`src/rtl/pwm_mode_gen_if.sv`:
```
// Board-facing signal bundle of pwm_mode_gen: raw keys and duty words in,
// PWM pins, mode LEDs and period tick out.
interface pwm_mode_gen_if #(
    parameter int unsigned N_CH   = 2,
    parameter int unsigned DUTY_W = 8
);
    logic                     key0;
    logic                     key1;
    logic [N_CH*DUTY_W-1:0]   duty;
    logic [N_CH-1:0]          pwm;
    logic                     led0;
    logic                     led1;
    logic                     period_tick;

    modport master (
        output key0, key1, duty,
        input  pwm, led0, led1, period_tick
    );

    modport slave (
        input  key0, key1, duty,
        output pwm, led0, led1, period_tick
    );
endinterface

```
`src/rtl/pwm_mode_gen.sv`:
```
// Multi-channel PWM generator with debounced key selection between two frame
// rates; mode and duty updates are applied only at the period wrap.
module pwm_mode_gen #(
    parameter int unsigned CLK_HZ       = 50_000_000,
    parameter int unsigned FREQ_A       = 50,
    parameter int unsigned FREQ_B       = 60,
    parameter int unsigned N_CH         = 2,
    parameter int unsigned DUTY_W       = 8,
    parameter int unsigned CNT_W        = 20,
    parameter int unsigned DEBOUNCE_CYC = 1_000_000
) (
    input  logic            clk,
    input  logic            rst_n,
    pwm_mode_gen_if.slave   bus
);
    localparam int unsigned PER_A = CLK_HZ / FREQ_A;
    localparam int unsigned PER_B = CLK_HZ / FREQ_B;
    localparam int unsigned PW    = CNT_W + DUTY_W;
    localparam int unsigned DB_W  = $clog2(DEBOUNCE_CYC + 1);

    typedef enum logic {
        MODE_A = 1'b0,
        MODE_B = 1'b1
    } mode_e;

    logic [1:0]       key_raw;
    logic [1:0]       sync1;
    logic [1:0]       sync2;
    logic [1:0]       deb;
    logic [1:0]       deb_d;
    logic [DB_W-1:0]  db_cnt [2];
    logic [1:0]       press;

    mode_e            active, active_nx;
    mode_e            pending, pending_nx;
    logic [CNT_W-1:0] cnt, cnt_nx;
    logic [CNT_W-1:0] per_cur, per_nx;
    logic             wrap;
    logic             tick_nx;
    logic [CNT_W-1:0] cmp    [N_CH];
    logic [CNT_W-1:0] cmp_nx [N_CH];
    logic [PW-1:0]    prod;

    logic [N_CH-1:0]  pwm_q;
    logic             led0_q;
    logic             led1_q;
    logic             tick_q;

    assign key_raw = {bus.key1, bus.key0};
    assign press   = deb_d & ~deb;

    // Synchronise and debounce both keys; level accepted after DEBOUNCE_CYC stable cycles
    always_ff @(posedge clk or negedge rst_n) begin
        if (!rst_n) begin
            sync1 <= 2'b11;
            sync2 <= 2'b11;
            deb   <= 2'b11;
            deb_d <= 2'b11;
            for (int i = 0; i < 2; i++) db_cnt[i] <= '0;
        end else begin
            sync1 <= key_raw;
            sync2 <= sync1;
            deb_d <= deb;
            for (int i = 0; i < 2; i++) begin
                if (sync2[i] == deb[i]) begin
                    db_cnt[i] <= '0;
                end else if (db_cnt[i] == DB_W'(DEBOUNCE_CYC - 1)) begin
                    deb[i]    <= sync2[i];
                    db_cnt[i] <= '0;
                end else begin
                    db_cnt[i] <= db_cnt[i] + DB_W'(1);
                end
            end
        end
    end

    always_ff @(posedge clk or negedge rst_n) begin
        if (!rst_n) begin
            active  <= MODE_A;
            pending <= MODE_A;
            cnt     <= '0;
            for (int i = 0; i < N_CH; i++) cmp[i] <= '0;
        end else begin
            active  <= active_nx;
            pending <= pending_nx;
            cnt     <= cnt_nx;
            for (int i = 0; i < N_CH; i++) cmp[i] <= cmp_nx[i];
        end
    end

    // Mode request, period counter and compare reload at the wrap
    always_comb begin
        pending_nx = pending;
        active_nx  = active;
        prod       = '0;
        for (int i = 0; i < N_CH; i++) cmp_nx[i] = cmp[i];

        per_cur = (active == MODE_B) ? CNT_W'(PER_B) : CNT_W'(PER_A);
        wrap    = (cnt == per_cur - CNT_W'(1));

        if (press == 2'b01)      pending_nx = MODE_A;
        else if (press == 2'b10) pending_nx = MODE_B;

        if (wrap) active_nx = pending;

        per_nx = (active_nx == MODE_B) ? CNT_W'(PER_B) : CNT_W'(PER_A);
        cnt_nx = wrap ? '0 : cnt + CNT_W'(1);

        for (int i = 0; i < N_CH; i++) begin
            prod = PW'(per_nx) * PW'(bus.duty[i*DUTY_W +: DUTY_W]);
            if (wrap) cmp_nx[i] = CNT_W'(prod >> DUTY_W);
        end

        // Tick registers high exactly while cnt sits at its last value
        tick_nx = (cnt_nx == per_nx - CNT_W'(1));
    end

    always_ff @(posedge clk or negedge rst_n) begin
        if (!rst_n) begin
            pwm_q  <= '0;
            led0_q <= 1'b1;
            led1_q <= 1'b0;
            tick_q <= 1'b0;
        end else begin
            for (int i = 0; i < N_CH; i++) pwm_q[i] <= (cnt < cmp[i]);
            led0_q <= (active_nx == MODE_A);
            led1_q <= (active_nx == MODE_B);
            tick_q <= tick_nx;
        end
    end

    assign bus.pwm         = pwm_q;
    assign bus.led0        = led0_q;
    assign bus.led1        = led1_q;
    assign bus.period_tick = tick_q;
endmodule

```
`src/flat_wrapper.sv`:
```
// flat-port wrapper written by rule: the top's interface ports become plain ports
module pwm_mode_gen_flat 
#(
    parameter int unsigned CLK_HZ       = 50_000_000,
    parameter int unsigned FREQ_A       = 50,
    parameter int unsigned FREQ_B       = 60,
    parameter int unsigned N_CH         = 2,
    parameter int unsigned DUTY_W       = 8,
    parameter int unsigned CNT_W        = 20,
    parameter int unsigned DEBOUNCE_CYC = 1_000_000
)
  (clk, rst_n, bus_key0, bus_key1, bus_duty, bus_pwm, bus_led0, bus_led1, bus_period_tick);
  pwm_mode_gen_if #(.N_CH(N_CH), .DUTY_W(DUTY_W)) bus_i ();
  input  logic clk;
  input  logic rst_n;
  input wire logic [$bits(bus_i.key0)-1:0] bus_key0;
  input wire logic [$bits(bus_i.key1)-1:0] bus_key1;
  input wire logic [$bits(bus_i.duty)-1:0] bus_duty;
  output wire logic [$bits(bus_i.pwm)-1:0] bus_pwm;
  output wire logic [$bits(bus_i.led0)-1:0] bus_led0;
  output wire logic [$bits(bus_i.led1)-1:0] bus_led1;
  output wire logic [$bits(bus_i.period_tick)-1:0] bus_period_tick;
  assign bus_i.key0 = bus_key0;
  assign bus_i.key1 = bus_key1;
  assign bus_i.duty = bus_duty;
  assign bus_pwm = bus_i.pwm;
  assign bus_led0 = bus_i.led0;
  assign bus_led1 = bus_i.led1;
  assign bus_period_tick = bus_i.period_tick;
  pwm_mode_gen #(.CLK_HZ(CLK_HZ), .FREQ_A(FREQ_A), .FREQ_B(FREQ_B), .N_CH(N_CH), .DUTY_W(DUTY_W), .CNT_W(CNT_W), .DEBOUNCE_CYC(DEBOUNCE_CYC)) u_core (.clk(clk), .rst_n(rst_n), .bus(bus_i));
endmodule
```
`config.mk`:
```
export PLATFORM = sky130hd
export DESIGN_NAME = pwm_mode_gen_flat
export DESIGN_NICKNAME = d
export VERILOG_FILES = /design/src/rtl/pwm_mode_gen_if.sv /design/src/rtl/pwm_mode_gen.sv /design/src/flat_wrapper.sv
export SDC_FILE = /design/constraint.sdc
export NUM_CORES = 1
export LEC_CHECK = 0
export ABC_AREA = 0
export CAP_MARGIN = 5
export CORE_MARGIN = 5
export CORE_UTILIZATION = 35
export CTS_CLUSTER_DIAMETER = 30
export DETAILED_ROUTE_END_ITERATION = 10
export HOLD_SLACK_MARGIN = 0.12
export PLACE_DENSITY = 0.54
export SLEW_MARGIN = 20
export SYNTH_ARGS = -nofsm -noshare
export SYNTH_HDL_FRONTEND = slang
export SYNTH_SLANG_ARGS = --single-unit
```
`constraint.sdc`:
```
create_clock -name clk -period 9 [get_ports clk]
set_input_delay 2.7 -clock clk [delete_from_list [all_inputs] [get_ports clk]]
set_output_delay 2.7 -clock clk [all_outputs]
set_load 0.01 [all_outputs]
```
# ---- Word-level counts from Yosys, hierarchy flattened
# Cells that the tools add are included.
dict set report op_classes {
  add_sub_neg 5
  n_mul 2
  order_cmp 2
  eq_ne 8
  n_mux 10
  bitwise 5
  reduce_logical 3
}
# cell count
set op_table {}
lappend op_table {{20-bit two-way mux} 5}
lappend op_table {{20-bit by 1-bit adder with 20-bit output (second input constant)} 3}
lappend op_table {{20-bit by 8-bit multiplier with 28-bit output} 2}
lappend op_table {{20-bit equality test} 2}
lappend op_table {{20-bit equality test (second input constant)} 2}
lappend op_table {{20-bit less-than comparator} 2}
lappend op_table {{20-bit by 1-bit subtractor with 20-bit output (second input constant)} 2}
lappend op_table {{18-bit two-way mux} 2}
lappend op_table {{2-bit AND reduction} 2}
lappend op_table {{1-bit two-way mux} 3}
lappend op_table {{1-bit NOT} 3}
lappend op_table {{2-bit bitwise AND} 1}
lappend op_table {{1-bit equality test} 2}
lappend op_table {{2-bit by 1-bit equality test with 1-bit output (second input constant)} 1}
lappend op_table {{2-bit equality test (second input constant)} 1}
lappend op_table {{2-bit NOT} 1}
lappend op_table {{2-bit nonzero test} 1}
dict set report totals {
  reg_bits 114
  in_bits 20
  output_inout_bits 5
  elab_cells 50
}

# ---- Depth between registers and ports, before layout
dict set report logic_depth {
  depth_word 7
  ltp_mapped 31
  depth_no_buf 28
}

# ---- Worst setup path before layout
# Ideal clock, no wire load.
dict set report synth_timing {
  kind {in2reg}
  start {input port bus_duty[3]}
  end {register u_core.cmp[38] in the netlist's numbering}
  setup_time_ns 0.132
  arrival_ns 7.252
  t_required_ns 8.868
  path_slack_ns 1.616
  cell_stages 20
  path_buffers 0
  cell_sequence {inv_1 > nor2_1 > fa_1 > inv_1 > fa_1 > inv_1 > fa_1 > inv_1 > fa_1 > inv_1 > ha_1 > or2_2 > a31oi_1 > o31ai_1 > or3_1 > a21o_1 > a21oi_2 > o21ba_1 > xor2_1 > o21ai_1}
}
dict set report synth_via {
  elab_chain_len 1
}
# item line_no
set synth_rtl {}
lappend synth_rtl {{start: declaration} flat_wrapper.sv:18} ;# input wire logic [$bits(bus_i.duty)-1:0] bus_duty;
lappend synth_rtl {{20-bit by 8-bit multiplier with 28-bit output} pwm_mode_gen.sv:110} ;# prod = PW'(per_nx) * PW'(bus.duty[i*DUTY_W +: DUTY_W]);
lappend synth_rtl {{end: declaration} pwm_mode_gen.sv:40} ;# logic [CNT_W-1:0] cmp [N_CH];
# No other way between the ends.
# A chain may end at the register's enable or synchronous reset.

# ---- Worst setup path in the final report
dict set report layout_timing {
  start {input port bus_duty[2]}
  end {register u_core.cmp[38] in the netlist's numbering}
}
# The elaborated chain is that of the path after synthesis.

==> run summary <==
Post-CTS timing repair inserted 0 buffers for setup. On the final layout, the worst clock skew is 0.0109 ns. The tightest hold path in the finished design has a slack of 0.355 ns. The design internal power is 1.28 mW. The run gives 0.354 as the effective utilization at floorplan. For the final routed database, the setup TNS stands at 0 ns.

The first global-routing pass estimated 44900 um of wire. The area fraction of the dominant cell type after synthesis is 0.208, and the average instance area after synthesis is 9.21 um^2. Async set-or-reset flop fraction in the synthesized netlist: 1.00. The worst endpoint data arrival time was 8.27 ns; the highest clock frequency the design can meet was 125 MHz.

The dominant register cell in the synthesized netlist was sky130_fd_sc_hd__dfrtp_1. The final layout contains routed wiring with a total length of 26400 um. Dividing the detail-routed wire length by the instance count gives 14.1 um.

In this run the deepest clock path goes through 2 buffers. The sequential cells in the finished layout cover a total of 0.00286 mm^2. The run gives 114 as the number of clock sinks seen by CTS. The run gives 0.331 as the part of the total power dissipated in the clock network. At the placement stage, the worst setup path has a slack of 0.668 ns. The tools report the number of global-route vias before repair as 8983. The logs give 17 for the total CTS buffers and 0.392 for the final core area utilization. CTS built an H-tree with a depth of 4.

At the pin with the least slew margin, the transition time is 0.758 ns. The tools report the number of inserted diodes as 0. The number of synthesized flops with an enable pin works out to 0. By area the synthesized netlist is led by sky130_fd_sc_hd__dfrtp_1 (21%), sky130_fd_sc_hd__fa_1 (20%), sky130_fd_sc_hd__ha_1 (17%), sky130_fd_sc_hd__inv_1 (8.4%), sky130_fd_sc_hd__xnor2_1 (4.0%). The later pin in the worst-skew pair is clocked with a latency of 0.41 ns.

The initial antenna violation count was 0. The detailed placement HPWL was 21700 um. The flow ran to the end, and the final reports show no timing, DRC or antenna violations. For this block, the initial DRC count from the detailed router was 409. The length of the first detailed-routing pass in iterations was 5; the number of cells produced by synthesis was 1369.

The type of element launching the critical path was a primary input. After floorplanning, the core was sized to cover 0.0356 mm^2. In the layout the commonest cells are sky130_fd_sc_hd__inv_1 (283), sky130_fd_sc_hd__ha_1 (169), sky130_fd_sc_hd__fa_1 (129). Counting I/O delays and the setup requirement, the final critical path takes 8.00 ns. The number of resized instances in the post-cts repair step is 0, and the final-stage net count is 1715.

The area added between synthesis and finish works out to 10.7%. The critical path starts at bus_duty[2]. The DRC violation count after routing is 0. The smallest setup slack after layout is 1.00 ns. Start point of the worst min-delay path: u_core.sync1[0].

The tools report the switching power as 0.679 mW. The portion of the clock cycle consumed by the worst path in the final layout was 0.888. Source of the worst register-to-register timing path: u_core.active. The critical path capture point type is a register. Buffers inserted to repair hold after CTS numbered 0. The net switching fraction of the power came out at 0.347.

The min-delay analysis places its worst path in the category register to register. In this run, synthesis produced a sequential element count of 114. The die is 200 um wide. In this run, distinct cell masters in the synthesized netlist total 61. The maximum number of pins on one net before global-route repair came out at 60. The proportion of power drawn by combinational gates is 0.398. Setup repair after global routing left no endpoint under its margin. In this run the tool buffered the top-level ports with 24 buffer cells.

Once detail routing completed, the nets flagged for antenna violations numbered 0. The reported leakage power is 7.64 nW, and the boundary pin count is 25. In this run the cell area of the synthesized design comes to 0.0126 mm^2. The post-CTS clock slew at the launch and capture registers of the worst setup and hold paths was 0.05 ns. sky130_fd_sc_hd__dfrtp_1 takes more of the synthesized area than any other cell. The via total after detailed routing came out at 8906. Global routing finished with a remaining overflow of 0.

Fraction of the yosys area taken by sequential cells: 0.227. The count of final max-slew check failures was 0. TritonCTS built the clock tree. The die footprint was 0.0399 mm^2. Yosys printed 0 warnings.

In this run the power density over the cells is 140 mW/mm^2. The filler cells instantiated in the layout total 3639. In this run the core area contains 69 standard-cell rows. By startpoint and endpoint, the worst setup path is classified as primary input to register. In the routed layout, each cell is associated on average with a via count of 4.76. Leaving out fill and tap cells, the most frequent cell in the layout is sky130_fd_sc_hd__inv_1.

At the end of routability-driven placement, the weighted congestion stood at 0.907. In this run the worst path has a maximum fanout of 6. The worst relative slew slack was 0.495; the final number of setup-violating endpoints was 0. In this run the vertical extent of the chip is 200 um. The maximum VDD drop was 0.000144 V; the fraction of power consumed by sequential logic was 0.271.

The root buffer cell was sky130_fd_sc_hd__clkbuf_16. The multi-input combinational cell area was 0.00859 mm^2. Required time at the worst-slack endpoint: 9.28 ns. The max-capacitance violation count was 0. The fraction of layout cells with a size suffix above 1 was 0.0532.

For the final hold violation count, the log shows 0. For the all-layer global routing usage, the log shows 0.139.
==> power by group through the flow <==
stage | logic, mW | clock network (mW) | registers (mW)
2_1_floorplan | 0.616 | 0 | 0.537
3_3_place_gp | 0.798 | 0 | 0.538
3_5_place_dp | 0.792 | 0 | 0.539
4_1_cts | 0.800 | 0.667 | 0.530
6_report | 0.779 | 0.648 | 0.530
5_1_grt | 0.910 | 0.693 | 0.531
==> registers in the layout, summed over array words and instances, names as in the netlist <==
| signal | cells |
|---|---|
| u_core.cmp | 40 |
| u_core.db_cnt | 40 |
| u_core.bus.led0 | 1 |
| u_core.active | 1 |
| u_core.deb | 2 |
| u_core.cnt | 20 |
| u_core.deb_d | 2 |
| u_core.sync1 | 2 |
| u_core.pending | 1 |
| u_core.bus.pwm | 2 |
| u_core.sync2 | 2 |
| u_core.bus.period_tick | 1 |
==> cells by family after synthesis <==
kind of cell | count (synthesis) | synth area share
AO/OA/AOI/OAI | 190 | 0.0976
XOR/XNOR | 98 | 0.0681
adder cells (fa/ha/maj) | 298 | 0.373
buffers and inverters | 315 | 0.0946
flip-flops | 114 | 0.227
multiplexers | 7 | 0.00576
other | 2 | 0.000596
AND/OR/NAND/NOR | 345 | 0.134
==> layout make-up <==
| cell class | count | area share |
|---|---|---|
| clock buffers | 21 | 0.0323 |
| clock inverters | 11 | 0.00816 |
| inverters | 284 | 0.0765 |
| multi-input cells | 948 | 0.615 |
| flip-flops and latches | 114 | 0.205 |
| well taps | 461 | 0.0413 |
| repair buffers | 32 | 0.0213 |
==> per-stage QoR <==
stage / std cells / power, mW / area [um^2]
global placement: 1839 / 1.34 / 13400
global route: 1871 / 2.13 / 14000
finish: 1871 / 1.96 / 14000
detailed placement: 1839 / 1.33 / 13400
CTS: 1871 / 2.00 / 14000
floorplan: 1377 / 1.15 / 12600
==> worst max-delay path, stage by stage <==
cell and delay, ns:
sky130_fd_sc_hd__clkdlybuf4s50_1 0.70, sky130_fd_sc_hd__and3_1 0.30, sky130_fd_sc_hd__fa_1 0.47, sky130_fd_sc_hd__fa_1 0.53, sky130_fd_sc_hd__inv_1 0.07, sky130_fd_sc_hd__fa_1 0.53
sky130_fd_sc_hd__inv_1 0.05, sky130_fd_sc_hd__fa_1 0.47, sky130_fd_sc_hd__ha_1 0.36, sky130_fd_sc_hd__nand3_1 0.10, sky130_fd_sc_hd__nor3_1 0.32, sky130_fd_sc_hd__o21ai_0 0.17
sky130_fd_sc_hd__a21o_1 0.20, sky130_fd_sc_hd__a211oi_1 0.42, sky130_fd_sc_hd__or3_1 0.23, sky130_fd_sc_hd__a21o_1 0.18, sky130_fd_sc_hd__a21oi_2 0.09, sky130_fd_sc_hd__o21ba_1 0.18
sky130_fd_sc_hd__xor2_1 0.14, sky130_fd_sc_hd__o21ai_1 0.07
==> synthesized netlist by cell type, types with 3 or more instances <==
library cell and count:
sky130_fd_sc_hd__clkbuf_1 28, sky130_fd_sc_hd__a21oi_1 42, sky130_fd_sc_hd__dfstp_2 9, sky130_fd_sc_hd__and2_1 5, sky130_fd_sc_hd__nand3_1 35, sky130_fd_sc_hd__xor2_1 41, sky130_fd_sc_hd__o21ai_1 11, sky130_fd_sc_hd__o21a_1 9
sky130_fd_sc_hd__fa_1 129, sky130_fd_sc_hd__mux2i_1 5, sky130_fd_sc_hd__nor2_1 103, sky130_fd_sc_hd__a21o_1 32, sky130_fd_sc_hd__nor2b_1 10, sky130_fd_sc_hd__or2_2 8, sky130_fd_sc_hd__and3_1 27, sky130_fd_sc_hd__o21ai_2 3
sky130_fd_sc_hd__nor4b_1 4, sky130_fd_sc_hd__ha_1 169, sky130_fd_sc_hd__nand2b_1 9, sky130_fd_sc_hd__nor3_1 6, sky130_fd_sc_hd__nand2_1 95, sky130_fd_sc_hd__nand4b_1 5, sky130_fd_sc_hd__and4_1 6, sky130_fd_sc_hd__or3_1 7
sky130_fd_sc_hd__dfrtp_1 105, sky130_fd_sc_hd__a31oi_1 4, sky130_fd_sc_hd__xnor2_1 57, sky130_fd_sc_hd__nand4_1 12, sky130_fd_sc_hd__nor4bb_1 3, sky130_fd_sc_hd__o2111ai_1 3, sky130_fd_sc_hd__o22ai_1 3, sky130_fd_sc_hd__a31o_2 4
sky130_fd_sc_hd__o21ai_0 54, sky130_fd_sc_hd__inv_1 283, sky130_fd_sc_hd__a211oi_1 7
==> per-layer routing <==
layer / up-vias / part of all wire / routed length [um] / track usage
li1: 4445 / - / - / -
met1: 4337 / 0.51 / 13400 / 0.204
met2: 110 / 0.45 / 11800 / 0.217
met3: 14 / 0.034 / 908 / 0.0253
met4: 0 / 0.0078 / 205 / 0.0242
met5: - / 0 / 0 / 0
==> final timing paths <==
path	endpoint	slack [ns]	cells after the start
worst max-delay path	u_core.cmp[38]	1.00	20
worst min-delay path	u_core.sync2[0]	0.36	0
worst max register to register	u_core.cmp[38]	1.37	25
worst min register to register	u_core.sync2[0]	0.36	0
max in group asynchronous	u_core.cmp[30]	5.41	2
min in group asynchronous	u_core.db_cnt[36]	2.33	1
No activity file was read; power rests on OpenSTA's default activity.
